--- config.mk ---
export PLATFORM = sky130hd
export DESIGN_NAME = alien_shot_controller
export DESIGN_NICKNAME = d
export VERILOG_FILES = /design/src/rtl/alien_shot_controller.sv
export SDC_FILE = /design/constraint.sdc
export NUM_CORES = 1
export LEC_CHECK = 0
export BUFFER_PORTS_ARGS = -buffer_cell sky130_fd_sc_hd__buf_2
export CAP_MARGIN = 20
export CORE_AREA = 2 2 216 218
export CTS_BUF_LIST = sky130_fd_sc_hd__clkbuf_16
export DETAILED_ROUTE_END_ITERATION = 6
export DIE_AREA = 0 0 218 220
export PLACE_DENSITY_LB_ADDON = 0.3
export SLEW_MARGIN = 20
export SYNTH_ARGS = -nofsm -noshare
export SYNTH_HDL_FRONTEND = slang
export SYNTH_SLANG_ARGS = --single-unit
--- constraint.sdc ---
create_clock -name clk -period 5.3 [get_ports clk]
set_clock_uncertainty 0.05 [all_clocks]
set_input_delay 1.59 -clock clk [delete_from_list [all_inputs] [get_ports clk]]
set_output_delay 1.59 -clock clk [all_outputs]
set_load 0.05 [all_outputs]
--- src/rtl/alien_shot_controller.sv ---
// Alien return fire: picks a pseudo-random armed alien, spawns one bullet under it,
// steps the bullet down once per frame and reports a player hit or off-screen retire.
module alien_shot_controller #(
    parameter int          NUM_ROWS      = 3,
    parameter int          NUM_COLS      = 5,
    parameter int          FIRE_COOLDOWN = 60,
    parameter int          BULLET_SPEED  = 4,
    parameter int          BULLET_W      = 2,
    parameter int          BULLET_H      = 8,
    parameter int          ALIEN_W       = 32,
    parameter int          ALIEN_H       = 16,
    parameter int          PLAYER_W      = 32,
    parameter int          PLAYER_H      = 16,
    parameter int          SCREEN_BOTTOM = 480,
    parameter logic [15:0] LFSR_SEED     = 16'hACE1
) (
    input  logic                              clk,
    input  logic                              rst_n,
    input  logic                              frame_tick,
    input  logic                              enable,
    input  logic [NUM_ROWS-1:0][NUM_COLS-1:0] armed_matrix,
    input  logic [15:0]                       alien_positions_x [NUM_ROWS][NUM_COLS],
    input  logic [15:0]                       alien_positions_y [NUM_ROWS][NUM_COLS],
    input  logic [9:0]                        player_x,
    input  logic [9:0]                        player_y,
    input  logic [9:0]                        scan_x,
    input  logic [9:0]                        scan_y,
    output logic                              bullet_active,
    output logic [9:0]                        bullet_x,
    output logic [9:0]                        bullet_y,
    output logic                              bullet_pixel,
    output logic                              shot_fired,
    output logic                              player_hit
);

    localparam int CD_RELOAD = (FIRE_COOLDOWN < 1) ? 1 : FIRE_COOLDOWN;
    localparam int CD_W      = $clog2(CD_RELOAD + 1);
    localparam int COL_W     = (NUM_COLS > 1) ? $clog2(NUM_COLS) : 1;
    localparam int ROW_W     = (NUM_ROWS > 1) ? $clog2(NUM_ROWS) : 1;

    localparam logic [CD_W-1:0]  CD_INIT   = CD_W'(CD_RELOAD);
    localparam logic [COL_W-1:0] COL_LAST  = COL_W'(NUM_COLS - 1);
    localparam logic [15:0]      SPAWN_DX  = 16'(ALIEN_W / 2 - BULLET_W / 2);
    localparam logic [15:0]      SPAWN_DY  = 16'(ALIEN_H);
    localparam logic [15:0]      LFSR_MASK = 16'hB400;
    localparam logic [9:0]       SPD10     = 10'(BULLET_SPEED);
    localparam logic [10:0]      SPD11     = 11'(BULLET_SPEED);
    localparam logic [10:0]      BW11      = 11'(BULLET_W);
    localparam logic [10:0]      BH11      = 11'(BULLET_H);
    localparam logic [10:0]      PW11      = 11'(PLAYER_W);
    localparam logic [10:0]      PH11      = 11'(PLAYER_H);
    localparam logic [10:0]      BOTTOM11  = 11'(SCREEN_BOTTOM);

    typedef enum logic [1:0] {
        COOLDOWN,
        SELECT,
        FLIGHT
    } state_t;

    state_t           state_q;
    logic [CD_W-1:0]  cd_q;
    logic [COL_W-1:0] col_q;
    logic [COL_W-1:0] probes_q;
    logic [15:0]      lfsr_q;
    logic [15:0]      lfsr_d;
    logic             active_q;
    logic             shot_q;
    logic             hit_q;
    logic             pixel_q;
    logic             pixel_d;
    logic [9:0]       bx_q;
    logic [9:0]       by_q;

    logic             col_armed;
    logic [ROW_W-1:0] shooter;
    logic [COL_W-1:0] col_start;
    logic [COL_W-1:0] col_next;
    logic [15:0]      sum_x;
    logic [15:0]      sum_y;
    logic [9:0]       spawn_x;
    logic [9:0]       spawn_y;
    logic [10:0]      bx11;
    logic [10:0]      by11;
    logic [10:0]      px11;
    logic [10:0]      py11;
    logic [10:0]      sx11;
    logic [10:0]      sy11;
    logic             overlap;
    logic             off_screen;
    logic             unused_spawn_bits;

    // Galois LFSR free-runs every clock so the shooter choice keeps drifting
    always_comb begin
        lfsr_d = lfsr_q[0] ? ((lfsr_q >> 1) ^ LFSR_MASK) : (lfsr_q >> 1);
    end

    always_ff @(posedge clk or negedge rst_n) begin
        if (!rst_n) begin
            lfsr_q <= LFSR_SEED;
        end else begin
            lfsr_q <= lfsr_d;
        end
    end

    // Column probe: the bottom-most (highest index) armed row in the column shoots
    always_comb begin
        col_armed = 1'b0;
        shooter   = '0;
        for (int r = 0; r < NUM_ROWS; r++) begin
            if (armed_matrix[r][col_q]) begin
                col_armed = 1'b1;
                shooter   = ROW_W'(r);
            end
        end
    end

    assign col_start = COL_W'({24'd0, lfsr_q[7:0]} % NUM_COLS);
    assign col_next  = (col_q == COL_LAST) ? '0 : col_q + 1'b1;

    assign sum_x             = alien_positions_x[shooter][col_q] + SPAWN_DX;
    assign sum_y             = alien_positions_y[shooter][col_q] + SPAWN_DY;
    assign spawn_x           = sum_x[9:0];
    assign spawn_y           = sum_y[9:0];
    assign unused_spawn_bits = ^{sum_x[15:10], sum_y[15:10]};

    // Box compares are widened to 11 bits so edge sums near 1023 cannot wrap
    assign bx11 = {1'b0, bx_q};
    assign by11 = {1'b0, by_q};
    assign px11 = {1'b0, player_x};
    assign py11 = {1'b0, player_y};
    assign sx11 = {1'b0, scan_x};
    assign sy11 = {1'b0, scan_y};

    assign overlap    = (bx11 < px11 + PW11) && (bx11 + BW11 > px11) &&
                        (by11 < py11 + PH11) && (by11 + BH11 > py11);
    assign off_screen = (by11 + SPD11) >= BOTTOM11;

    assign pixel_d = active_q &&
                     (sx11 >= bx11) && (sx11 < bx11 + BW11) &&
                     (sy11 >= by11) && (sy11 < by11 + BH11);

    always_ff @(posedge clk or negedge rst_n) begin
        if (!rst_n) begin
            pixel_q <= 1'b0;
        end else begin
            pixel_q <= pixel_d;
        end
    end

    always_ff @(posedge clk or negedge rst_n) begin
        if (!rst_n) begin
            state_q  <= COOLDOWN;
            cd_q     <= CD_INIT;
            col_q    <= '0;
            probes_q <= '0;
            active_q <= 1'b0;
            bx_q     <= '0;
            by_q     <= '0;
            shot_q   <= 1'b0;
            hit_q    <= 1'b0;
        end else begin
            shot_q <= 1'b0;
            hit_q  <= 1'b0;
            if (enable) begin
                case (state_q)
                    COOLDOWN: begin
                        if (frame_tick) begin
                            if (cd_q <= CD_W'(1)) begin
                                cd_q     <= '0;
                                col_q    <= col_start;
                                probes_q <= '0;
                                state_q  <= SELECT;
                            end else begin
                                cd_q <= cd_q - 1'b1;
                            end
                        end
                    end
                    SELECT: begin
                        if (col_armed) begin
                            bx_q     <= spawn_x;
                            by_q     <= spawn_y;
                            active_q <= 1'b1;
                            shot_q   <= 1'b1;
                            state_q  <= FLIGHT;
                        end else if (probes_q == COL_LAST) begin
                            cd_q    <= CD_INIT;
                            state_q <= COOLDOWN;
                        end else begin
                            col_q    <= col_next;
                            probes_q <= probes_q + 1'b1;
                        end
                    end
                    FLIGHT: begin
                        if (frame_tick) begin
                            if (overlap) begin
                                hit_q    <= 1'b1;
                                active_q <= 1'b0;
                                cd_q     <= CD_INIT;
                                state_q  <= COOLDOWN;
                            end else if (off_screen) begin
                                active_q <= 1'b0;
                                cd_q     <= CD_INIT;
                                state_q  <= COOLDOWN;
                            end else begin
                                by_q <= by_q + SPD10;
                            end
                        end
                    end
                    default: begin
                        state_q <= COOLDOWN;
                    end
                endcase
            end
        end
    end

    assign bullet_active = active_q;
    assign bullet_x      = bx_q;
    assign bullet_y      = by_q;
    assign bullet_pixel  = pixel_q;
    assign shot_fired    = shot_q;
    assign player_hit    = hit_q;

endmodule

* Word-level counts from Yosys, hierarchy flattened *
Index checks and enable logic that the tools add are counted.

operators by class
  add/subtract/negate cells = 11
  multipliers = 0
  divide/modulo/power cells = 1
  magnitude comparators = 13
  eq/ne operators = 15
  shift operators = 0
  mux-type cells = 68
  bitwise gates (word level) = 3
  reductions and logical operators = 17

operators with widths
  operator               count
  $bmux 80 s2            2
  $mux 80                4
  $bmux 16 s3            2
  $mux 10                8
  $lt 10x11->1           4
  $mux 6                 7
  $mod 8x3->32 const B   1
  $mux 3                 9
  $gt 11x10->1           2
  $ge 10x10->1           2
  $pmux 10 s2            1
  $mux 1                 18
  $ne 2x2->1 const B     9
  $pmux 6 s3             1
  $reduce_and 6->1       3
  $mux 16                1
  $mux 2                 8
  $pmux 3 s2             2
  $add 10x2->11 const B  1
  $add 10x3->11 const B  1
  $add 10x4->11 const B  1
  $add 10x5->11 const B  1
  $add 10x6->11 const B  1
  $ge 11x9->1 const B    1
  other kinds (25)       38

storage, ports and cells
  flip-flop bits (word level) = 54
  bits in latches = 0
  bits in writable memories = 0
  ROM bits = 0
  bits of input ports = 539
  output and inout port bits = 24
  logic and storage cells = 139
  memories kept = 0

* Logic depth before layout (Yosys ltp) *
  depth in word-level cells = 14
  gate-level depth with buffers = 25
  depth with buffers taken out = 22

* Least setup slack after synthesis *
Ideal clock, no wire load.

  path type = reg-to-reg
  start = register lfsr_q[5]
  end = register col_q[1]
  library setup time = 126 ps
  data arrival time = 5200 ps
  required time = 5124 ps
  path slack = -76 ps
  cell stages (with the launch flop) = 26
  path buffers = 3
  period minus slack after synthesis = 5376 ps
  cells stage by stage = dfstp_2 -> buf_2 -> nor2_1 -> inv_1 -> ha_1 -> buf_6 -> nor2b_4 -> o32ai_1 -> or3_1 -> buf_6 -> a32oi_4 -> and3_1 -> xnor2_1 -> ha_1 -> a21oi_1 -> maj3_2 -> o211a_4 -> xnor2_1 -> ha_1 -> nor2b_1 -> nor3_1 -> o31ai_1 -> mux2i_1 -> a2111o_2 -> mux2i_1 -> a221o_1

between the ends
  cells in the longest elaborated chain, start to end = 4

RTL lines
  element                 line  RTL
  from (decl)             64    logic [15:0] lfsr_q;
  from (signal assigned)  101   lfsr_q <= lfsr_d;
  $mod 8x3->32            117   assign col_start = COL_W'({24'd0, lfsr_q[7:0]} % NUM_COLS);
  $mux 3                  168   if (cd_q <= CD_W'(1)) begin
  $mux 3                  167   if (frame_tick) begin
  $pmux 3 s2              165   case (state_q)
  to (signal assigned)    170   col_q <= col_start;
  to (signal assigned)    189   col_q <= col_next;
  to (decl)               62    logic [COL_W-1:0] col_q;

Every way passes these cells. The select of a mux whose other input is x is not followed.
A chain may end at the register's enable or synchronous reset.

* Worst setup path after layout *
Ends and elaborated chain as after synthesis.

==> flow_summary_export.csv <==
group,metric,value,unit
synth,ys_seq_area_frac,0.161,
global_route,grt_pass1_vias,9001,
routing,viasPerCell,4.61,
synth,synth_cell_types,86,
placed_design,hpwlAfterDp,32300,um
routing,dr.pass1.iters,5,
cells_and_area,syn_to_final_growth,36.0,%
status,status,"complete, no violations",
cts,clk_latency,0.30,ns
critical_path,critPathRequiredTime,5.43,ns
power_and_ir_drop,ir_drop,311,uV
die,placeableCoreArea,45900,sq um
sta,setup_viol,0,
routing,drt-total-wl,36900,um
power_and_ir_drop,total_leakage_power,5.49,nW
critical_path,start_kind,"flip-flop",
critical_path,slowest_stage,"or3_4",
cells_and_area,final_cell_mix,"382 x buf_2, 93 x nand2_1, 91 x ha_1",
cells_and_area,final_common_cell,"buf_2",
cells_and_area,finish.utilization,0.251,
routing,via_count,9125,
routing,drt_iter0_drc,531,
critical_path,crit_chain,"nor2_2 > inv_1 > ha_4 > nand4b_1 > o211ai_1 > or3_4 > a32oi_4 > and3_4 > xnor2_2 > ha_2 > a21oi_1 > maj3_2 > o211a_4 > xnor2_4 > ha_2 > nor2b_4 > nor3_1 > o31ai_1 > mux2i_1 > a2111o_2 > mux2i_1 > a221o_1",
cts,cts_tree,"done",
global_route,grt_use_total,0.150,
critical_path,cpPeakStageDelay,0.43,ns
global_route,use_met2,0.231,
sta,layout_setup_ws,0.315,ns
cells_and_area,drive_above_1_share,0.406,
die,row_count,79,
placed_design,port_buffers,382,
global_route,busiest_layer,"met2",
sta,worstMarginPinSlew,1.06,ns
synth,ys_seq_elements,54,
global_route,grt_antenna_before_repair,15,
die,die_area,48000,sq um
cts,cts_htree_levels,2,
sta,period_needed,4.99,ns
synth,async_flop_share,1.00,
global_route,grt_max_degree,55,
sta,hold_violations,0,
sta,fin_crit_sh,0.941,
global_route,grt_first_pass_wirelength,53800,um
worst_hold_path,hold_class,"flip-flop to flip-flop",
routing,postRouteAntennaNets,0,
critical_path,arrival,5.12,ns
routing,drcViolationCount,0,
synth,ys.warnings.count,0,
cells_and_area,fillCellCount,5075,
critical_path,end_kind,"flip-flop",
global_route,overflow,0,
synth,synth_nets,1614,
critical_path,worstSetupPathType,"flip-flop to flip-flop",
cells_and_area,seqCellArea,1370,sq um
global_route,use_met1,0.203,
global_route,grt.met3_usage,0.0436,
synth,synth_cells,981,
sta,relSlewSlack,0.289,
sta,clock.fmax,201,MHz
job,drv_cap,0,
die,die_x,218,um
die,floorplan.initialDensity,0.185,
synth,syn_area,8470,sq um
cells_and_area,multi_input_area,6570,sq um
placed_design,place_ws,0.0910,ns
cts,cts.sinks,54,
sta,final_max_slew_viol_count,0,
synth,ys.flop_type,"dfrtp_1",
cts,cts_root_buf,"clkbuf_16",
cts,cts-buffers-inserted,5,
cts,clk_pin_slew_worst_paths,0.07,ns
die,pin_count,563,
synth,syn_area_per_cell,8.63,sq um
cells_and_area,fin_nets,2000,
placed_design,gp_congestion,0.878,
cts,cts.path.max_buffers,2,
die,die_y,220,um
critical_path,cp_max_fo,7,
routing,wl_per_cell,18.7,um
power_and_ir_drop,power_density,504,nW/um^2
synth,synth_edf_count,0,
## worst max-delay path, delay by kind of cell, from the launching register on
family,cells,cell delay [ns]
compound gates,7,1.61
buf+inv,1,0.10
mux,2,0.24
xor+xnor,2,0.28
flops,1,0.38
simple gates,6,1.15
fa+ha+maj,4,1.05
## registers in the layout (all words and copies together) (netlist names)
name,cells
cd_q,6
bullet_x,10
player_hit,1
state_q,2
bullet_pixel,1
col_q,3
bullet_y,10
lfsr_q,16
probes_q,3
shot_fired,1
bullet_active,1
## report_power, final
group | internal, mW | leakage [nW] | switching [mW]
clock network | 0.177 | 0.0665 | 0.160
registers | 0.559 | 0.659 | 0.244
logic | 1.92 | 4.76 | 2.74
## repair_timing
action	in CTS	in global routing
buffers inserted	0	1
gates resized for setup	0	10
setup endpoints to repair	0	3
hold buffers	0	0
## area by class of cell
class | count | share of cell area
multi-input cells | 782 | 0.571
repair buffers | 435 | 0.202
flip-flops and latches | 54 | 0.119
well taps | 607 | 0.0659
inverters | 89 | 0.0290
clock buffers | 5 | 0.0109
clock inverters | 3 | 0.00206
diodes | 5 | 0.00109
## Yosys cell counts, drive strengths merged, types with 13 or more instances
library cell	n	area share
a211oi	15	0.013
a21o	25	0.022
a21oi	52	0.031
a31oi	13	0.013
buf	27	0.021
clkbuf	29	0.013
dfrtp	42	0.12
ha	94	0.14
inv	88	0.039
mux2i	34	0.040
mux4	61	0.16
nand2	93	0.041
nand3	40	0.026
nor2	65	0.029
nor3	21	0.013
o21a	14	0.012
o21ai	68	0.040
xnor2	32	0.033
## path summary, 6_finish.rpt
path / startpoint / endpoint / slack [ns] / cells after the start
max: lfsr_q[5] / col_q[1] / 0.31 / 22
min: lfsr_q[9] / lfsr_q[8] / 0.30 / 0
max reg2reg: lfsr_q[5] / col_q[1] / 0.31 / 22
min reg2reg: lfsr_q[9] / lfsr_q[8] / 0.30 / 0
max in group asynchronous: rst_n / col_q[0] / 3.28 / 2
min in group asynchronous: rst_n / bullet_y[0] / 1.37 / 2
## cell families after synthesis
group	after synthesis	synth area share
xor+xnor	41	0.0424
simple gates	285	0.164
buf+inv	145	0.0737
mux	99	0.208
flops	54	0.161
fa+ha+maj	97	0.143
compound gates	260	0.209
## per-layer routing
metal / routed length, um / part of all wire
met1: 16500 / 0.45
met2: 15800 / 0.43
met3: 3830 / 0.10
met4: 721 / 0.020
met5: 94 / 0.0025
## through the flow
stage / hold WS (ns) / cells / setup TNS [ns] / total power [mW] / instance area (sq um)
final: 0.302 / 1980 / 0 / 5.80 / 11500
after global routing: 0.324 / 1976 / -0.0103 / 6.39 / 11500
after CTS: 0.306 / 1974 / 0 / 5.89 / 11400
after detailed placement: 0.288 / 1966 / 0 / 5.53 / 11300
after global placement: 0.289 / 1966 / 0 / 5.48 / 11300
after floorplan: 0.281 / 981 / 0 / 3.95 / 8490
No activity file was read; power rests on OpenSTA's default activity.
